[src/rtl/sseg_pkg.sv]
// Shared definitions for the seven-segment display arbiter slice:
// FSM state encoding, default blank digit code and packed-digit slicing.
package sseg_pkg;

    typedef enum logic [1:0] {
        SHOW_A   = 2'd0,
        SHOW_B   = 2'd1,
        COOLDOWN = 2'd2
    } state_t;

    localparam logic [3:0] BLANK_CODE_DEFAULT = 4'hF;

    // Extract digit idx (0 = least significant) from packed {d3,d2,d1,d0}.
    function automatic logic [3:0] digit_of(input logic [15:0] digits, input int unsigned idx);
        return digits[idx*4 +: 4];
    endfunction

endpackage

[src/rtl/sseg_display_arbiter_if.sv]
// Source-B request/grant handshake toward the display arbiter.
interface sseg_display_arbiter_if;

    logic        b_req;
    logic [15:0] b_digits;
    logic        b_ack;

    modport master (output b_req, output b_digits, input  b_ack);
    modport slave  (input  b_req, input  b_digits, output b_ack);

endinterface

[src/rtl/sseg_tick_timer.sv]
// Tick-driven counter with synchronous clear and terminal-count detect.
// done fires on the tick where the count equals term; the count then
// restarts from zero, so it never wraps.
module sseg_tick_timer #(
    parameter int unsigned WIDTH = 2
) (
    input  logic             clk,
    input  logic             rst,
    input  logic             tick,
    input  logic             clr,
    input  logic [WIDTH-1:0] term,
    output logic             done
);

    logic [WIDTH-1:0] cnt;

    assign done = tick && !clr && (cnt == term);

    // Count ticks; clear on request or on reaching the terminal value.
    always_ff @(posedge clk) begin
        if (!rst) begin
            cnt <= '0;
        end else if (clr || done) begin
            cnt <= '0;
        end else if (tick) begin
            cnt <= cnt + 1'b1;
        end
    end

endmodule

[src/rtl/sseg_display_arbiter.sv]
// Shares the 4-digit display between base view A (with optional blinking)
// and a temporary message source B that holds for HOLD_TICKS ticks and then
// yields for GAP_TICKS ticks before it may be granted again.
module sseg_display_arbiter
    import sseg_pkg::*;
#(
    parameter int unsigned HOLD_TICKS = 3,
    parameter int unsigned GAP_TICKS  = 2,
    parameter logic [3:0]  BLANK_CODE = BLANK_CODE_DEFAULT
) (
    input  logic                         clk_g,
    input  logic                         rst,
    input  logic                         tick,
    input  logic [15:0]                  a_digits,
    input  logic [3:0]                   blink_mask,
    sseg_display_arbiter_if.slave        bus,
    output logic                         sel_b,
    output logic                         cooldown,
    output logic [3:0]                   d0,
    output logic [3:0]                   d1,
    output logic [3:0]                   d2,
    output logic [3:0]                   d3
);

    localparam int unsigned MAX_TICKS = (HOLD_TICKS > GAP_TICKS) ? HOLD_TICKS : GAP_TICKS;
    localparam int unsigned CNT_W     = $clog2(MAX_TICKS + 1);
    localparam logic [CNT_W-1:0] HOLD_TERM = CNT_W'(HOLD_TICKS - 1);
    localparam logic [CNT_W-1:0] GAP_TERM  = CNT_W'((GAP_TICKS > 0) ? GAP_TICKS - 1 : 0);

    state_t           state;
    logic             phase;
    logic [15:0]      b_reg;
    logic [15:0]      d_reg;
    logic             b_ack_r;
    logic [15:0]      a_view;
    logic [CNT_W-1:0] term;
    logic             timer_clr;
    logic             timer_done;

    assign bus.b_ack = b_ack_r;
    assign d0 = digit_of(d_reg, 0);
    assign d1 = digit_of(d_reg, 1);
    assign d2 = digit_of(d_reg, 2);
    assign d3 = digit_of(d_reg, 3);

    // Timer is held clear in SHOW_A, so a tick coincident with acceptance
    // does not count toward HOLD.
    assign timer_clr = (state == SHOW_A);
    assign term      = (state == COOLDOWN) ? GAP_TERM : HOLD_TERM;

    sseg_tick_timer #(.WIDTH(CNT_W)) u_timer (
        .clk  (clk_g),
        .rst  (rst),
        .tick (tick),
        .clr  (timer_clr),
        .term (term),
        .done (timer_done)
    );

    // A view with blinked digits replaced by the blank code.
    always_comb begin
        a_view = '0;
        for (int unsigned i = 0; i < 4; i++) begin
            a_view[i*4 +: 4] = (phase && blink_mask[i]) ? BLANK_CODE : digit_of(a_digits, i);
        end
    end

    // Arbitration FSM with registered grant, status and digit outputs.
    always_ff @(posedge clk_g) begin
        if (!rst) begin
            state    <= SHOW_A;
            phase    <= 1'b0;
            b_reg    <= '0;
            b_ack_r  <= 1'b0;
            sel_b    <= 1'b0;
            cooldown <= 1'b0;
            d_reg    <= {4{BLANK_CODE}};
        end else begin
            b_ack_r <= 1'b0;
            if (tick) begin
                phase <= ~phase;
            end
            case (state)
                SHOW_A: begin
                    if (bus.b_req) begin
                        state   <= SHOW_B;
                        b_reg   <= bus.b_digits;
                        b_ack_r <= 1'b1;
                        sel_b   <= 1'b1;
                        d_reg   <= bus.b_digits;
                    end else begin
                        d_reg <= a_view;
                    end
                end
                SHOW_B: begin
                    if (timer_done) begin
                        sel_b <= 1'b0;
                        d_reg <= a_view;
                        if (GAP_TICKS > 0) begin
                            state    <= COOLDOWN;
                            cooldown <= 1'b1;
                        end else begin
                            state <= SHOW_A;
                        end
                    end else begin
                        d_reg <= b_reg;
                    end
                end
                COOLDOWN: begin
                    d_reg <= a_view;
                    if (timer_done) begin
                        state    <= SHOW_A;
                        cooldown <= 1'b0;
                    end
                end
                default: begin
                    state    <= SHOW_A;
                    sel_b    <= 1'b0;
                    cooldown <= 1'b0;
                    d_reg    <= a_view;
                end
            endcase
        end
    end

endmodule

[src/flat_wrapper.sv]
// flat-port wrapper written by rule: the top's interface ports become plain ports
module sseg_display_arbiter_flat import sseg_pkg::*;
#(
    parameter int unsigned HOLD_TICKS = 3,
    parameter int unsigned GAP_TICKS  = 2,
    parameter logic [3:0]  BLANK_CODE = BLANK_CODE_DEFAULT
)
  (clk_g, rst, tick, a_digits, blink_mask, sel_b, cooldown, d0, d1, d2, d3, bus_b_req, bus_b_digits, bus_b_ack);
  sseg_display_arbiter_if bus_i ();
  input  logic clk_g;
  input  logic rst;
  input  logic tick;
  input  logic [15:0] a_digits;
  input  logic [3:0] blink_mask;
  output logic sel_b;
  output logic cooldown;
  output logic [3:0] d0;
  output logic [3:0] d1;
  output logic [3:0] d2;
  output logic [3:0] d3;
  input wire logic [$bits(bus_i.b_req)-1:0] bus_b_req;
  input wire logic [$bits(bus_i.b_digits)-1:0] bus_b_digits;
  output wire logic [$bits(bus_i.b_ack)-1:0] bus_b_ack;
  assign bus_i.b_req = bus_b_req;
  assign bus_i.b_digits = bus_b_digits;
  assign bus_b_ack = bus_i.b_ack;
  sseg_display_arbiter #(.HOLD_TICKS(HOLD_TICKS), .GAP_TICKS(GAP_TICKS), .BLANK_CODE(BLANK_CODE)) u_core (.clk_g(clk_g), .rst(rst), .tick(tick), .a_digits(a_digits), .blink_mask(blink_mask), .bus(bus_i), .sel_b(sel_b), .cooldown(cooldown), .d0(d0), .d1(d1), .d2(d2), .d3(d3));
endmodule
[config.mk]
export PLATFORM = sky130hd
export DESIGN_NAME = sseg_display_arbiter_flat
export DESIGN_NICKNAME = d
export VERILOG_FILES = /design/src/rtl/sseg_pkg.sv /design/src/rtl/sseg_display_arbiter_if.sv /design/src/rtl/sseg_tick_timer.sv /design/src/rtl/sseg_display_arbiter.sv /design/src/flat_wrapper.sv
export SDC_FILE = /design/constraint.sdc
export NUM_CORES = 1
export LEC_CHECK = 0
export CORE_MARGIN = 4
export CORE_UTILIZATION = 44
export DETAILED_ROUTE_END_ITERATION = 12
export PLACE_DENSITY = 0.78
export RECOVER_POWER = 25
export SLEW_MARGIN = 20
export SYNTH_ARGS = -nofsm -noshare
export SYNTH_HDL_FRONTEND = slang
export SYNTH_SLANG_ARGS = --single-unit
[constraint.sdc]
create_clock -name clk_g -period 1.7 [get_ports clk_g]
set_clock_uncertainty 0.2 [all_clocks]
set_input_delay 0.17 -clock clk_g [delete_from_list [all_inputs] [get_ports clk_g]]
set_output_delay 0.17 -clock clk_g [all_outputs]
set_load 0.1 [all_outputs]
==> metrics.txt <==
first-pass GRT wire length 7134 um; IO Count 59; Worst Setup Start Kind flop; Slew HR ~63%; maximum vdd drop between 600 and 700 uV; Final #Nets around 300; WL final approximately 4300 um; largest family of logic cells by synthesized area compound AO/OA/AOI/OAI gates; initial antenna violation count 0; Post-Synth Adder-Cell Area 0%; WS Path Type flop to flop; share of cells above drive strength 1 17.97%; mapped cell area 1695 um2; critical path required time between 1.5 and 2 ns; complex-gate fraction of the synthesized area 24.28%; yosys warns 0; crit path DAT 1.52 ns; vias in the first global route 1617; TritonRoute pass-1 iters 4; Simple-Gate Fraction of Synth Area 22.36%; maximum number of pins on one net before global-route repair 41; Final Cycle Share 90.95%; root buffer cell clkbuf_8; Final min period 1.546 ns; Final setup viols 0; Final Slew Violations 0; worst-margin pin slew 0.5543 ns; Synth Net Count around 230; post-synth cell types 31; CTS Buf Count 5; Clk Latency, worst-skew pair 0.29 ns; final instance area between 2000 and 2500 um2; overall routing resource usage 17.73%; Design Power 2.321 mW; synthesized flop and latch total 40; vias 1636; CP max FO 8; Min Hold Slack approximately 0.25 ns; CTS tree done; GP Congestion 0.8171; Place WS -0.1050 ns; P_leak approximately 0.97 nW; num rows 22; placed inst area 2595 um2; outcome finished, final reports clean; Routed Antenna Nets 0; Max Freq 646.8 MHz; routed len/inst approximately 14 um; area of the multi-input gates 799.5 um2; PostCTS Resize Cnt 0; Sink Count 40; Post-CTS Setup Inserts 0; Worst Setup Slack, final 0.1539 ns; Area Growth Syn to Fin 46.64%; grt ovf 0; initial core utilization 45.96%; RSZ-0062 raised after global routing no; Residual DRC 0; crit end category flop; Post-synth EDFFs 0; die width about 70 um; mux contribution to synthesized area 0%; clk slew on worst S/H paths 0.07 ns; clk buf depth 2; Die ar. 4911 um2; PwrDens 933.7 nW/um2; asr flop ratio synth 0%; Synth Area in XOR/XNOR less than 1%; maxcap violations 0; CORE AREA 3689 um2; hold crit path type flop to flop; top_reg_cell synth dfxtp_1; final hold viol count 0; Reg area roughly 800 um2; Cells after Synth 188; antenna diode count 0; sequential-to-total area share from yosys stat 47.23%; Port Buffers 58; Via density 5.382; initial DRC count between 100 and 150; CTS H-Tree Depth 2; fill count 299; Syn Area/Cell 9.018 um2; Post-DP HPWL between 3000 and 4000 um; hold_buf cts 0; Chip Height 70.08 um
-- cell type report --
cell class,instances,area share (%)
sequential,40,32.21
multi-input combinational,131,32.16
timing repair buffer,76,29.44
clock buffer,8,3.624
tap,48,2.416
inverter,1,0.1510
-- cells in the final DEF (no fill, tap or decap), types with 3 or more instances in the layout --
cell type        synthesis  layout
o221ai_1                 4       4
nand4_1                  4       4
clkbuf_2                 0      13
nor2_1                   3       3
a21boi_0                13      13
clkbuf_8                 0       6
and2_1                   4       4
buf_12                   0       8
clkdlybuf4s50_1          0      39
buf_4                    0      15
a21boi_1                 5       5
nand3_1                 17      17
nand2_1                 35      35
clkbuf_1                 6       3
o21ai_0                  3       3
dfxtp_1                 40      40
a21oi_1                 14      14
nor2b_1                  3       3
o2111ai_1               12      12
-- where the power goes --
group	internal [mW]	switching [mW]
logic	0.231	0.425
registers	1.00	0.0331
clock network	0.331	0.300
total	1.56	0.758
-- per-stage QoR --
stage	utilization (%)	instances	setup TNS, ns
floorplan	-	188	0
global placement	70.35	296	-1.016
detailed placement	70.35	296	-1.418
CTS	72.80	304	0
global route	67.40	304	0
finish	67.40	304	0
-- kinds of logic (layout without fill, tap and decap cells) --
logic type,count (synthesis),count (layout)
flops,40,40
simple gates,74,74
compound gates,56,56
xor+xnor,1,1
buf+inv,17,85
-- final timing paths --
kind                                 startpoint                             to  slack, ns  cells past startpoint
setup / recovery   u_core.state[0]$_SDFFE_PN0P_  u_core.b_reg[12]$_SDFFE_PN0P_       0.15                      4
setup reg to reg   u_core.state[0]$_SDFFE_PN0P_  u_core.b_reg[12]$_SDFFE_PN0P_       0.15                      4
hold / removal    u_core.b_reg[11]$_SDFFE_PN0P_  u_core.b_reg[11]$_SDFFE_PN0P_       0.25                      2
hold reg to reg   u_core.b_reg[11]$_SDFFE_PN0P_  u_core.b_reg[11]$_SDFFE_PN0P_       0.25                      2
-- critical path, stage by stage (launching register included) --
cell and delay [ns]:
dfxtp_1 0.38, or3b_1 0.51, buf_4 0.21, nand2_1 0.07, a21boi_0 0.07
-- layer usage --
layer  share of wire, %  up-vias  GRT usage [%]
li1                   -      813              -
met1                 44      744          21.13
met2                 48       70          30.85
met3                5.3        9          3.453
met4                1.8        0          7.447
met5                  0        -              0
-- synthesized netlist by cell type, types with 3 or more instances --
| library cell | instances | share of area (%) |
|---|---|---|
| o21ai_0 | 3 | 0.89 |
| a21boi_0 | 13 | 5.8 |
| buf_6 | 3 | 2.0 |
| nor2b_1 | 3 | 1.1 |
| and2_1 | 4 | 1.5 |
| o221ai_1 | 4 | 2.1 |
| nor2_1 | 3 | 0.66 |
| clkbuf_1 | 6 | 1.3 |
| a21oi_1 | 14 | 4.1 |
| nand2_1 | 35 | 7.7 |
| nand3_1 | 17 | 5.0 |
| nand4_1 | 4 | 1.5 |
| buf_2 | 7 | 2.1 |
| dfxtp_1 | 40 | 47 |
| a21boi_1 | 5 | 2.2 |
| o2111ai_1 | 12 | 6.2 |
(Power assumes the default switching activity.)
==> RTL change 1 (config.mk and constraints unchanged) <==
`GAP_TICKS` is set to 2 in 2 places; all go to 4.
--- a/src/rtl/sseg_display_arbiter.sv
+++ b/src/rtl/sseg_display_arbiter.sv
@@ -5,7 +5,7 @@
     import sseg_pkg::*;
 #(
     parameter int unsigned HOLD_TICKS = 3,
-    parameter int unsigned GAP_TICKS  = 2,
+    parameter int unsigned GAP_TICKS  = 4,
     parameter logic [3:0]  BLANK_CODE = BLANK_CODE_DEFAULT
 ) (
     input  logic                         clk_g,
--- a/src/flat_wrapper.sv
+++ b/src/flat_wrapper.sv
@@ -2,7 +2,7 @@
 module sseg_display_arbiter_flat import sseg_pkg::*;
 #(
     parameter int unsigned HOLD_TICKS = 3,
-    parameter int unsigned GAP_TICKS  = 2,
+    parameter int unsigned GAP_TICKS  = 4,
     parameter logic [3:0]  BLANK_CODE = BLANK_CODE_DEFAULT
 )
   (clk_g, rst, tick, a_digits, blink_mask, sel_b, cooldown, d0, d1, d2, d3, bus_b_req, bus_b_digits, bus_b_ack);
Formal check against the unedited RTL: not equivalent (Yosys sat finds a counterexample within 10 cycles, from zero or initial values and one cycle with rst low).
==> RTL change 1 against the original RTL <==
Wire length down 2.4%. Count of clock-buffer cells in the layout down 3. Non-clock buffer count down 8. Setup slack worse by 63 ps. Design area up 4.0%. Total power up 8.8%. Sequential cell count up 1. Critical path depth up 1. Area after synthesis up 8.6%. Largest cell class is now multi-input gates. Highest routed layer unchanged.
==> RTL change 1: results (changes against the original RTL) <==
detailed placer's ending HPWL -> 2.93 mm (was 3.07 mm)
Layout clock area frac -> 4.02% (was 3.62%)
initial antenna violation count -> 0 (unchanged)
Clock net power -> 746 uW (was 631 uW)
multi-input combinational area share -> 33.3% (was 32.2%)
FMAX -> 621 MHz (was 647 MHz)
buffering overhead -> 26.0% (was 29.4%)
Worst Path Max Fanout -> 16 (was 8)
Inverters -> 17 (was 1)
Synth top cells by count -> dfxtp_1 (41), nand2_1 (38), inv_1 (17), nand2b_1 (17), a221o_1 (16) (was dfxtp_1 (40), nand2_1 (35), nand3_1 (17), a21oi_1 (14), a21boi_0 (13))
Hold WC Path Type -> input port to flop (was flop to flop)
Leakage Power -> 1.10 nW (was 0.966 nW)
vias in the first global route -> 1444 (was 1617)
Seq/total area -> 31.8% (was 32.2%)
fraction of layout cells with a size suffix above 1 -> 15.5% (was 18.0%)
DR WL met2 -> 2.02 mm (was 2.10 mm)
Switch Pwr -> 821 uW (was 758 uW)
Met1 Routed Length -> 1.83 mm (was 1.93 mm)
Iteration-0 DRC Markers -> 103 (was 113)
Post-Synthesis Net Count -> 246 (was 228)
Place WS -> -142 ps (was -105 ps)
worst-skew pair later-pin latency -> 290 ps (about the same)
gr usage total -> 16.3% (was 17.7%)
met1 Track Usage GR -> 19.9% (was 21.1%)
first-pass GRT wire length -> 6.61 mm (was 7.13 mm)
post-synthesis xor/xnor area fraction -> 0.952% (was 0.517%)
met2 usage -> 25.9% (was 30.8%)
layout net count -> 306 (was 295)
GRT met3 Usage -> 5.79% (was 3.45%)
Yosys Warn Count -> 0 (unchanged)
FFs & Latches -> 41 (was 40)
CP Data Arrival Time -> 1590 ps (was 1520 ps)
Internal Power -> 1.70 mW (was 1.56 mW)
sequential area share after synthesis -> 44.6% (was 47.2%)
Routed WL -> 4.23 mm (was 4.34 mm)
syn_area_per_cell -> 8.98 um2 (was 9.02 um2)
status -> completed (unchanged)
wire per inst -> 13.4 um (was 14.3 um)
DR vias -> 1579 (was 1636)
Compound-Gate Fraction of Synth Area -> 22.9% (was 24.3%)
mux share of post-synthesis cell area -> 0.544% (was 0%)
largest net degree at the start of global routing -> 43 (was 41)
GPL Wtd Cong -> 0.778 (was 0.817)
ranking of synthesized cells by area -> dfxtp_1 (45%), a221o_1 (8.7%), nand2_1 (7.7%) (was dfxtp_1 (47%), nand2_1 (7.7%), o2111ai_1 (6.2%))
Highest Signal Layer -> met4 (unchanged)
Layout fillers -> 344 (was 299)
Relative slew margins -> 63.3% (was 63.2%)
Peak VDD IR -> 0.865 mV (was 0.650 mV)
post-synthesis cell type count -> 33 (was 31)
DR WL met3 -> 306 um (was 231 um)
DP Cell Count -> 308 (was 296)
Non-clk bufs -> 68 (was 76)
clkbuf count -> 5 (was 8)
Post-Synth Adder-Cell Area -> 0.680% (was 0%)
-- RTL change 1: path summary, 6_finish.rpt --
kind,slack (ps),cells after the start,endpoint,startpoint
worst max-delay path,90,5,u_core.d_reg[3]$_SDFF_PN1_,tick
worst max register to register,120,4,u_core.d_reg[3]$_SDFF_PN1_,u_core.u_timer.cnt[0]$_SDFFE_PP0P_
worst min-delay path,240,3,u_core.b_reg[13]$_SDFFE_PN0P_,bus_b_digits[13]
worst min register to register,260,2,u_core.b_reg[13]$_SDFFE_PN0P_,u_core.b_reg[13]$_SDFFE_PN0P_
-- RTL change 1: critical path: stages --
cell           delay, ps
dlygate4sd3_1        620
nand4bb_4            130
and2_1               180
buf_12               150
a221o_1              340
-- RTL change 1: per-stage QoR --
stage | instance area (um2) | utilization [%] | hold WS [ps]
4_1_cts | 2790 | 69.3 | 232
5_1_grt | 2580 | 64.2 | 256
2_1_floorplan | 1840 | - | 105
3_5_place_dp | 2690 | 66.8 | 246
3_3_place_gp | 2690 | 66.8 | 243
6_report | 2580 | 64.2 | 242
==> RTL change 2 (same flow settings) <==
Made on the original files. Reset style: asynchronous (`rst`), changed in 2 clocked blocks.
--- a/src/rtl/sseg_tick_timer.sv
+++ b/src/rtl/sseg_tick_timer.sv
@@ -17,7 +17,7 @@
     assign done = tick && !clr && (cnt == term);
 
     // Count ticks; clear on request or on reaching the terminal value.
-    always_ff @(posedge clk) begin
+    always_ff @(posedge clk or negedge rst) begin
         if (!rst) begin
             cnt <= '0;
         end else if (clr || done) begin
--- a/src/rtl/sseg_display_arbiter.sv
+++ b/src/rtl/sseg_display_arbiter.sv
@@ -66,7 +66,7 @@
     end
 
     // Arbitration FSM with registered grant, status and digit outputs.
-    always_ff @(posedge clk_g) begin
+    always_ff @(posedge clk_g or negedge rst) begin
         if (!rst) begin
             state    <= SHOW_A;
             phase    <= 1'b0;
Check against the original RTL: differs if rst is asserted again (counterexample within 4 cycles, from zero or initial values and one cycle with rst low); with rst held inactive, the same outputs for 10 cycles.
==> RTL change 2 against the original RTL <==
Utilization increased by 4.6 points. Setup slack got worse by 140 ps. Via count decreased by 13%. Design area increased by 15%. Cell count decreased by 12%. Area after synthesis increased by 6.5%. Critical path type unchanged. Sequential cell count unchanged. Wire length increased by 4.3%. Global-route usage increased by 0.49 points.
Power is not compared: it rests on default switching activity, and its combinational part moved more than twofold at a synthesized area within 25%.
==> RTL change 2: results (changes against the original RTL) <==
status -> completed (unchanged)
vias per cell -> 5.29 (was 5.38)
CTS resizes -> 1 (was 0)
fraction of layout cells with a size suffix above 1 -> 34.9% (was 18.0%)
FFs & Latches -> 40 (unchanged)
period utilisation layout -> 99.3% (was 90.9%)
multi-input combinational area share -> 25.7% (was 32.2%)
CP max-delay cell -> dfrtp_1 (was or3b_1)
Crit path largest cell delay -> 370 ps (was 510 ps)
Post-Synthesis Net Count -> 183 (was 228)
flop2flop setup slack -> 10 ps (was 150 ps)
Inverters -> 2 (was 1)
met1 Track Usage GR -> 19.7% (was 21.1%)
die width -> 72.1 um (was 70.1 um)
vias in the first global route -> 1497 (was 1617)
reg-to-reg critical path startpoint -> u_core.u_timer.cnt[0]$_DFFE_PN0P_ (was u_core.state[0]$_SDFFE_PN0P_)
Synth async-reset ratio -> 100% (was 0%)
largest net degree at the start of global routing -> 34 (was 41)
Storage cell area -> 0.00102 mm2 (was 801 um2)
GRT met3 Usage -> 5.12% (was 3.45%)
Hold WC Path Type -> input port to async pin (was flop to flop)
Met1 Routed Length -> 1.69 mm (was 1.93 mm)
Post-CTS Hold Fix Bufs -> 1 (was 0)
layout net count -> 257 (was 295)
gr usage total -> 18.2% (was 17.7%)
DR WL met2 -> 2.40 mm (was 2.10 mm)
hold slack -> 138 ps (was 255 ps)
GPL Wtd Cong -> 0.844 (was 0.817)
Multi-In Gates -> 92 (was 131)
CP top delay family -> compound AO/OA/AOI/OAI gates (was simple AND/OR/NAND/NOR gates)
Layout clock area frac -> 3.50% (was 3.62%)
post-synthesis cell type count -> 27 (was 31)
met2 usage -> 32.6% (was 30.8%)
Placed Area -> 0.00270 mm2 (was 0.00259 mm2)
==> RTL change 2: worst max-delay path by stage <==
stage,cells after the start,from,endpoint
2_1_floorplan,4,u_core.state[1]$_DFFE_PN0P_,u_core.b_reg[10]$_DFFE_PN0P_
3_3_place_gp,4,tick,u_core.d_reg[4]$_DFF_PN1_
3_5_place_dp,4,tick,u_core.d_reg[5]$_DFF_PN1_
4_1_cts,3,u_core.u_timer.cnt[0]$_DFFE_PN0P_,u_core.d_reg[4]$_DFF_PN1_
5_1_grt,4,u_core.u_timer.cnt[0]$_DFFE_PN0P_,u_core.d_reg[4]$_DFF_PN1_
6_report,4,u_core.u_timer.cnt[0]$_DFFE_PN0P_,u_core.d_reg[4]$_DFF_PN1_
==> RTL change 2: kinds of logic after synthesis <==
kind of cell / synth area share (%)
simple gates: 16.5
mux: 9.98
buf+inv: 3.47
compound gates: 13.0
xor+xnor: 0.485
flops: 56.5
